$ cat src/rtl/adder_pkg.sv
// Shared types and the saturating-add helper for the adder sum accumulator.
package adder_pkg;

    // Frame state: collecting sums, or presenting a finished total.
    typedef enum logic {
        ACCUM  = 1'b0,
        OUTPUT = 1'b1
    } acc_state_e;

    // Widest accumulator the helper supports; callers zero-extend into this.
    localparam int SAT_MAX_W = 64;

    typedef struct packed {
        logic [SAT_MAX_W-1:0] total;
        logic                 overflow;
    } sat_add_t;

    // Adds two unsigned values that each fit in 'width' bits. The result is
    // clamped to 2**width-1 when the true sum needs a (width+1)-th bit.
    function automatic sat_add_t sat_add(
        input logic [SAT_MAX_W-1:0] acc,
        input logic [SAT_MAX_W-1:0] sum,
        input int unsigned          width
    );
        logic [SAT_MAX_W:0] full;
        logic [SAT_MAX_W:0] limit;
        logic [SAT_MAX_W:0] max_v;
        sat_add_t           r;
        full       = {1'b0, acc} + {1'b0, sum};
        limit      = {{SAT_MAX_W{1'b0}}, 1'b1} << width;
        max_v      = limit - {{SAT_MAX_W{1'b0}}, 1'b1};
        // Both operands are below 2**width, so reaching the limit is exactly
        // a carry out of the width-bit adder.
        r.overflow = (full >= limit);
        r.total    = r.overflow ? max_v[SAT_MAX_W-1:0] : full[SAT_MAX_W-1:0];
        return r;
    endfunction

endpackage

$ cat src/rtl/adder_sat_add.sv
// Combinational saturating adder: running total plus one adder sum.
module adder_sat_add
    import adder_pkg::*;
#(
    parameter int DATA_WIDTH = 4,
    parameter int ACC_WIDTH  = 8
) (
    input  logic [ACC_WIDTH-1:0]  acc,
    input  logic [DATA_WIDTH:0]   sum,
    output logic [ACC_WIDTH-1:0]  total,
    output logic                  overflow
);

    sat_add_t r;
    logic     high_bits;

    // Widen both operands, add with clamp, then narrow back to the accumulator width.
    always_comb begin
        r = sat_add(SAT_MAX_W'(acc), SAT_MAX_W'(sum), ACC_WIDTH);
        total = r.total[ACC_WIDTH-1:0];
    end

    // Bits above the accumulator width are always zero for in-range operands;
    // folding them into the overflow flag keeps every result bit accounted for.
    generate
        if (ACC_WIDTH < SAT_MAX_W) begin : g_narrow
            assign high_bits = |r.total[SAT_MAX_W-1:ACC_WIDTH];
        end else begin : g_full
            assign high_bits = 1'b0;
        end
    endgenerate

    assign overflow = r.overflow | high_bits;

endmodule

$ cat src/rtl/adder_sum_accumulator.sv
// Frames the adder's sum stream: accumulates COUNT accepted sums into a
// saturating total and hands each total out on a valid/ready port.
module adder_sum_accumulator
    import adder_pkg::*;
#(
    parameter int  DATA_WIDTH = 4,
    parameter int  COUNT      = 8,
    parameter int  ACC_WIDTH  = 8,
    localparam int CNT_W      = $clog2(COUNT + 1)
) (
    input  logic                  i_clk,
    input  logic                  i_rst_n,
    input  logic [DATA_WIDTH:0]   i_sum,
    input  logic                  i_valid,
    output logic                  o_ready,
    input  logic                  i_clear,
    output logic [ACC_WIDTH-1:0]  o_acc,
    output logic                  o_sat,
    output logic                  o_valid,
    input  logic                  i_ready,
    output logic [CNT_W-1:0]      o_count
);

    acc_state_e           state_reg, state_next;
    logic [ACC_WIDTH-1:0] acc_reg,   acc_next;
    logic                 sat_reg,   sat_next;
    logic [CNT_W-1:0]     count_reg, count_next;

    logic [ACC_WIDTH-1:0] add_total;
    logic                 add_overflow;

    adder_sat_add #(
        .DATA_WIDTH (DATA_WIDTH),
        .ACC_WIDTH  (ACC_WIDTH)
    ) u_sat_add (
        .acc      (acc_reg),
        .sum      (i_sum),
        .total    (add_total),
        .overflow (add_overflow)
    );

    // Handshakes are pure state decodes so neither depends on any input.
    assign o_ready = (state_reg == ACCUM);
    assign o_valid = (state_reg == OUTPUT);
    assign o_acc   = acc_reg;
    assign o_sat   = sat_reg;
    assign o_count = count_reg;

    // Next-state logic: clear beats everything, then accept in ACCUM or take in OUTPUT.
    always_comb begin
        state_next = state_reg;
        acc_next   = acc_reg;
        sat_next   = sat_reg;
        count_next = count_reg;
        if (i_clear) begin
            state_next = ACCUM;
            acc_next   = '0;
            sat_next   = 1'b0;
            count_next = '0;
        end else if (state_reg == ACCUM) begin
            // i_sum only reaches the registers on an accept, so an unknown
            // sum during idle cycles never lands in the total.
            if (i_valid) begin
                acc_next   = add_total;
                sat_next   = sat_reg | add_overflow;
                count_next = count_reg + CNT_W'(1);
                if (count_reg == CNT_W'(COUNT - 1)) begin
                    state_next = OUTPUT;
                end
            end
        end else if (i_ready) begin
            // Result taken: start a fresh frame; nothing is accepted this cycle.
            state_next = ACCUM;
            acc_next   = '0;
            sat_next   = 1'b0;
            count_next = '0;
        end
    end

    // State and datapath registers with asynchronous active-low reset.
    always_ff @(posedge i_clk or negedge i_rst_n) begin
        if (!i_rst_n) begin
            state_reg <= ACCUM;
            acc_reg   <= '0;
            sat_reg   <= 1'b0;
            count_reg <= '0;
        end else begin
            state_reg <= state_next;
            acc_reg   <= acc_next;
            sat_reg   <= sat_next;
            count_reg <= count_next;
        end
    end

endmodule

$ cat config.mk
export PLATFORM = sky130hd
export DESIGN_NAME = adder_sum_accumulator
export DESIGN_NICKNAME = d
export VERILOG_FILES = /design/src/rtl/adder_pkg.sv /design/src/rtl/adder_sat_add.sv /design/src/rtl/adder_sum_accumulator.sv
export SDC_FILE = /design/constraint.sdc
export NUM_CORES = 1
export LEC_CHECK = 0
export BUFFER_PORTS_ARGS = -buffer_cell sky130_fd_sc_hd__buf_2
export CAP_MARGIN = 20
export CORE_UTILIZATION = 55
export DETAILED_ROUTE_END_ITERATION = 7
export GPL_TIMING_DRIVEN = 0
export PLACE_DENSITY = 0.82
export SLEW_MARGIN = 10
export SYNTH_ARGS = -nofsm -noshare
export SYNTH_HDL_FRONTEND = slang
export SYNTH_HIERARCHICAL = 1
export SYNTH_SLANG_ARGS = --single-unit
export TNS_END_PERCENT = 30
$ cat constraint.sdc
create_clock -name i_clk -period 6.3 [get_ports i_clk]
set_input_delay 0.315 -clock i_clk [delete_from_list [all_inputs] [get_ports i_clk]]
set_output_delay 0.315 -clock i_clk [all_outputs]
set_load 0.01 [all_outputs]
==> flow_summary.toml, run 1 <==
[floorplan]
initial_utilization_pct = 62.2
num_rows = 14
io_pins = 25
dieArea_sq_um = 1980
core_sq_um = 1590
die_x_um = 44.5
die_y_um = 44.5

[yosys]
yosysUniqueCellTypes = 36
syn_inst = 107
synth_edf_count = 0
synth.most_common_cell = "dfrtp_1"
syn_area_per_cell_sq_um = 9.27
synth_top_area_share_pct = 35.3
syn_nets = 124
async_flop_share_pct = 100
synthTopCellsByCount = "dfrtp_1 (14), nor2_1 (13), a22oi_1 (9), nand2_1 (9), inv_1 (8)"
synth_area_leader_cell = "dfrtp_1"
ys_ff_latch = 14
synth_area_leaders = "dfrtp_1 (35%), ha_1 (7.6%), a22oi_1 (6.8%), nor2_1 (4.9%), nand2_1 (3.4%)"
netlist_area_sq_um = 992
ys_warn_count = 6
yosysSeqAreaShare_pct = 35.3
synth_ff_type = "dfrtp_1"

[placed_design]
hpwlAfterDp_um = 1690
pre_cts_ws_ns = 3.94
post_dp_cell_area_sq_um = 1140
io_buffers = 23
gp_congestion = 0.785
place_inst = 154

[timing]
finalMaxSlewViolations = 0
worst_slew_pin_slew_ns = 0.441
rsz0062_at_grt = "false"
finalWorstSetupSlack_ns = 3.91
fin_worst_skew_ns = 0.00240
finalCriticalPeriod_ns = 2.39
finalSetupTns_ns = 0
hold_violations = 0
timing.final.crit_share_pct = 37.9
fmax_mhz = 419
setup_viol = 0
relSlewSlack_pct = 70.6

[cts]
clock_latency_ns = 0.29
cts_num_sinks = 14
cts_tree = "built"
cts_max_level = 1
cts_buffer_depth = 2
clk_pin_slew_ns = 0.09
root_buffer = "clkbuf_4"
numCtsBuffers = 3
cts_setup_buffers = 0

[detailed_routing]
via_per_inst = 5.56
drtAntennaViolNets = 0
dr.pass1.iters = 4
drc = 0
vias = 884
drt_wl_total_um = 2250
drt-initial-drc-count = 15
wl_per_cell_um = 14.2

[setup_path]
setup.worst_path.start_class = "register"
r2r-end = "o_acc[6]"
cp_data_required_time_ns = 6.48
cp.arrival_ns = 2.57
critical_path_class = "register to register"
crit_path_end_kind = "register"
worstPathMaxFanout = 4
rr_worst_depth = 10
path_buf_inv = 1
startpoint = "o_acc[0]"
cpLargestDelayFamily = "adder cells"
max_stage_delay_ns = 0.41
slowest_stage = "fa_1"
r2r_start = "o_acc[0]"
cp_cell_sequence = "ha_1, inv_1, fa_1, nand2b_1, a21oi_2, o21ai_2, mux2_4, mux2_2, nand2_1, a21oi_1"
r2r_slack_ns = 3.91

[cells_and_area]
finalNonFillerCells = 159
area_growth_pct = 19.3
fin_area_sq_um = 1180
fin_nets = 153
antennaDiodeCount = 0
drive_gt1_share_pct = 28.9

[job]
max-cap-violations = 0

[pwr]
powerDensity_nw_per_um2 = 193
power_uw = 228
vdd_drop_max_uv = 149
p_leak_uw = 0.000583

[global_routing]
grt_pass1_wl_um = 3490
antenna_found_initial = 0
grt.overflow.total = 0
grt_max_degree = 15
track_usage_pct = 25.6
grt_pass1_vias = 815

[hold_path]
hold_class = "primary input to register"
hp-start = "i_clear"
hold_depth = 2
min_to = "o_acc[6]"

[outcome]
status = "completed"
## repair_timing
action	CTS	global route
gates resized for setup	0	0
hold endpoints to repair	14	0
hold buffers	1	0
## area by class of cell
cell class	count	area [sq um]
tap	24	30.0
buffer	4	31.3
timing repair buffer	24	125
sequential	14	350
clock buffer	4	36.3
multi-input combinational	81	581
fill	125	410
inverter	8	30.0
## how the worst max path moves through the flow
| stage | endpoint | slack [ns] | cells after the start |
|---|---|---|---|
| finish | o_acc[6] | 3.91 | 10 |
| CTS | o_acc[6] | 3.92 | 10 |
| detailed placement | o_acc[6] | 3.94 | 11 |
| floorplan | o_acc[6] | 4.09 | 10 |
| global route | o_acc[6] | 3.84 | 10 |
| global placement | o_acc[6] | 4.02 | 11 |
## registers in the layout, summed over array words and instances (netlist names)
register,count
o_acc,8
o_count,4
o_sat,1
o_valid,1
## placed cells by master (no fill, tap or decap), drive strengths merged, types with 2 or more instances in the layout
master	n
mux2	2
inv	8
xor2	2
nand2b	5
nand3b	2
ha	6
buf	26
a22oi	9
nand3	4
dfrtp	14
nand2	9
nand4	2
clkbuf	5
xnor2	2
a21oi	6
nor2	13
o21ai	5
## metal layers
layer	part of all wire [%]	GRT usage, %
met1	43	30.2
met2	50	44.7
met3	3.3	2.45
met4	2.9	15.2
met5	0	0
## kinds of logic (layout without fill, tap and decap cells)
family                   after synthesis  in the layout  synth area share (%)
AND/OR/NAND/NOR                       39             39                  19.7
multiplexers                           3              3                  4.92
flip-flops                            14             14                  35.3
adder cells (fa/ha/maj)                7              7                  9.58
buffers and inverters                 12             40                  6.18
XOR/XNOR                               4              4                  3.53
AO/OA/AOI/OAI                         28             28                  20.8
## power breakdown
group / leakage (uW) / internal, uW / total [uW] / switching (uW)
registers: 0.000191 / 94.7 / 101 / 6.10
clock network: 0.0000210 / 35.2 / 67.1 / 31.9
logic: 0.000372 / 26.6 / 60.0 / 33.4
total: 0.000583 / 157 / 228 / 71.3
## per-stage QoR
stage	utilization (%)	hold slack, ns
2_1_floorplan	-	0.0194
3_3_place_gp	71.4	0.220
3_5_place_dp	71.4	0.234
4_1_cts	74.3	0.251
5_1_grt	74.3	0.263
6_report	74.3	0.254
Power figures use the tool's default switching activity.
==> run 2, diff against run 1 <==
Settings changed: CORE_UTILIZATION 55 to 52, PLACE_DENSITY 0.82 to 0.78.
Clock period 6.3 ns to 2.5 ns, I/O delays scaled along.
==> run 2 against run 1 <==
  * Clock skew grew 0.0031 ns
  * Via count is the same
  * Clock power grew 140%
  * Sequential share of layout area is essentially flat
  * Largest cell class unchanged
  * Worst setup slack lost 3.8 ns
  * Critical endpoint unchanged
==> flow_summary.toml, run 2 (synthesis results as in run 1) <==
[detailed_routing]
drt-initial-drc-count = 12
vias = 884
dr.pass1.iters = 4
drt_wl_total_um = 2090
wl_per_cell_um = 13.1
via_per_inst = 5.53
drtAntennaViolNets = 0
drc = 0

[placed_design]
gp_congestion = 0.752
io_buffers = 23
hpwlAfterDp_um = 1610
post_dp_cell_area_sq_um = 1140

[cells_and_area]
final_common_cell = "buf_2"
antennaDiodeCount = 0
area_growth_pct = 19.4
largest_reg_flops = 8
drive_gt1_share_pct = 28.9
final_cell_mix = "buf_2 (24), dfrtp_1 (14), nor2_1 (13)"
fillers = 163
fin_area_sq_um = 1180
fin_nets = 153

[hold_path]
hold_depth = 2
hold_class = "primary input to register"

[cts]
cts_max_level = 1
postCtsResizedCells = 0
numCtsBuffers = 3
clk_pin_slew_ns = 0.08
cts_buffer_depth = 2
cts_num_sinks = 14
clock_latency_ns = 0.28
root_buffer = "clkbuf_4"
cts_tree = "built"
cts_setup_buffers = 0

[floorplan]
core_sq_um = 1760
num_rows = 15
initial_utilization_pct = 56.2
die_y_um = 45.7
io_pins = 25
die_x_um = 45.7
dieArea_sq_um = 2090

[setup_path]
cp_data_required_time_ns = 2.67
critical_path_class = "register to register"
crit_path_end_kind = "register"
cp.arrival_ns = 2.51
setup.worst_path.start_class = "register"
worstPathMaxFanout = 4
rr_worst_depth = 10

[global_routing]
grt_max_degree = 15
grt_pass1_wl_um = 3280
grt_pass1_vias = 747
grt.overflow.total = 0
antenna_found_initial = 0
track_usage_pct = 22.9

[timing]
fmax_mhz = 427
fin_worst_skew_ns = 0.00548
setup_viol = 0
finalMaxSlewViolations = 0
finalSetupTns_ns = 0
rsz0062_at_grt = "false"
timing.final.crit_share_pct = 93.6
relSlewSlack_pct = 71.5
worst_slew_pin_slew_ns = 0.428
hold_violations = 0
finalCriticalPeriod_ns = 2.34

[pwr]
powerDensity_nw_per_um2 = 475
vdd_drop_max_uv = 408
p_leak_uw = 0.000583

[job]
max-cap-violations = 0

[outcome]
status = "completed"
## run 2: cell counts in the layout (fill, tap and decap cells not counted)
Identical to the previous run, type by type.
## run 2: metal layers
metal  track usage, %  part of all wire, %
met5                0                    0
met4             9.09                  1.6
met3             7.14                  3.5
met2             35.7                   48
met1             29.3                   47
## run 2: area by class of cell
class | instances | area (sq um) | share of cell area [%]
plain buffers | 4 | 31.3 | 2.64
clock buffers | 4 | 36.3 | 3.06
inverters | 8 | 30.0 | 2.53
multi-input cells | 81 | 581 | 49.0
flip-flops and latches | 14 | 350 | 29.6
well taps | 25 | 31.3 | 2.64
repair buffers | 24 | 125 | 10.6
## run 2: worst paths after layout
check,startpoint,slack [ns],end
hold / removal,i_clear,0.07,o_acc[6]
hold reg to reg,o_sat,0.56,o_sat
setup reg to reg,o_acc[0],0.16,o_acc[6]
setup / recovery,o_acc[0],0.16,o_acc[6]
min in group asynchronous,i_rst_n,0.26,o_count[0]
max in group asynchronous,i_rst_n,2.01,o_acc[7]
## run 2: repair_timing
item | in CTS | in global routing
hold endpoints to repair | 14 | 0
hold buffers | 1 | 0
setup endpoints to repair | 0 | 0
## run 2: worst max-delay path: stages (launching register included)
cell and delay, ns:
dfrtp_1 0.38, ha_1 0.19, inv_1 0.06, fa_1 0.39, nand2b_1 0.19, a21oi_2 0.24
o21ai_2 0.08, mux2_4 0.30, mux2_2 0.27, nand2_1 0.07, a21oi_1 0.06
## run 2: per-stage QoR
stage,total power [uW],util [%],setup slack [ns],hold slack (ns),cells
4_1_cts,570,67.2,0.163,0.0618,160
2_1_floorplan,358,-,0.288,-0.171,107
3_3_place_gp,398,64.5,0.231,0.0341,155
5_1_grt,598,67.2,0.00770,0.0738,160
6_report,563,67.2,0.161,0.0736,160
3_5_place_dp,404,64.5,0.204,0.0364,155
## run 2: where the power goes
group | internal, uW | total (uW) | switching, uW | leakage [uW]
clock | 88.7 | 162 | 73.7 | 0.0000210
combinational | 66.4 | 148 | 81.2 | 0.000372
sequential | 239 | 253 | 14.5 | 0.000191
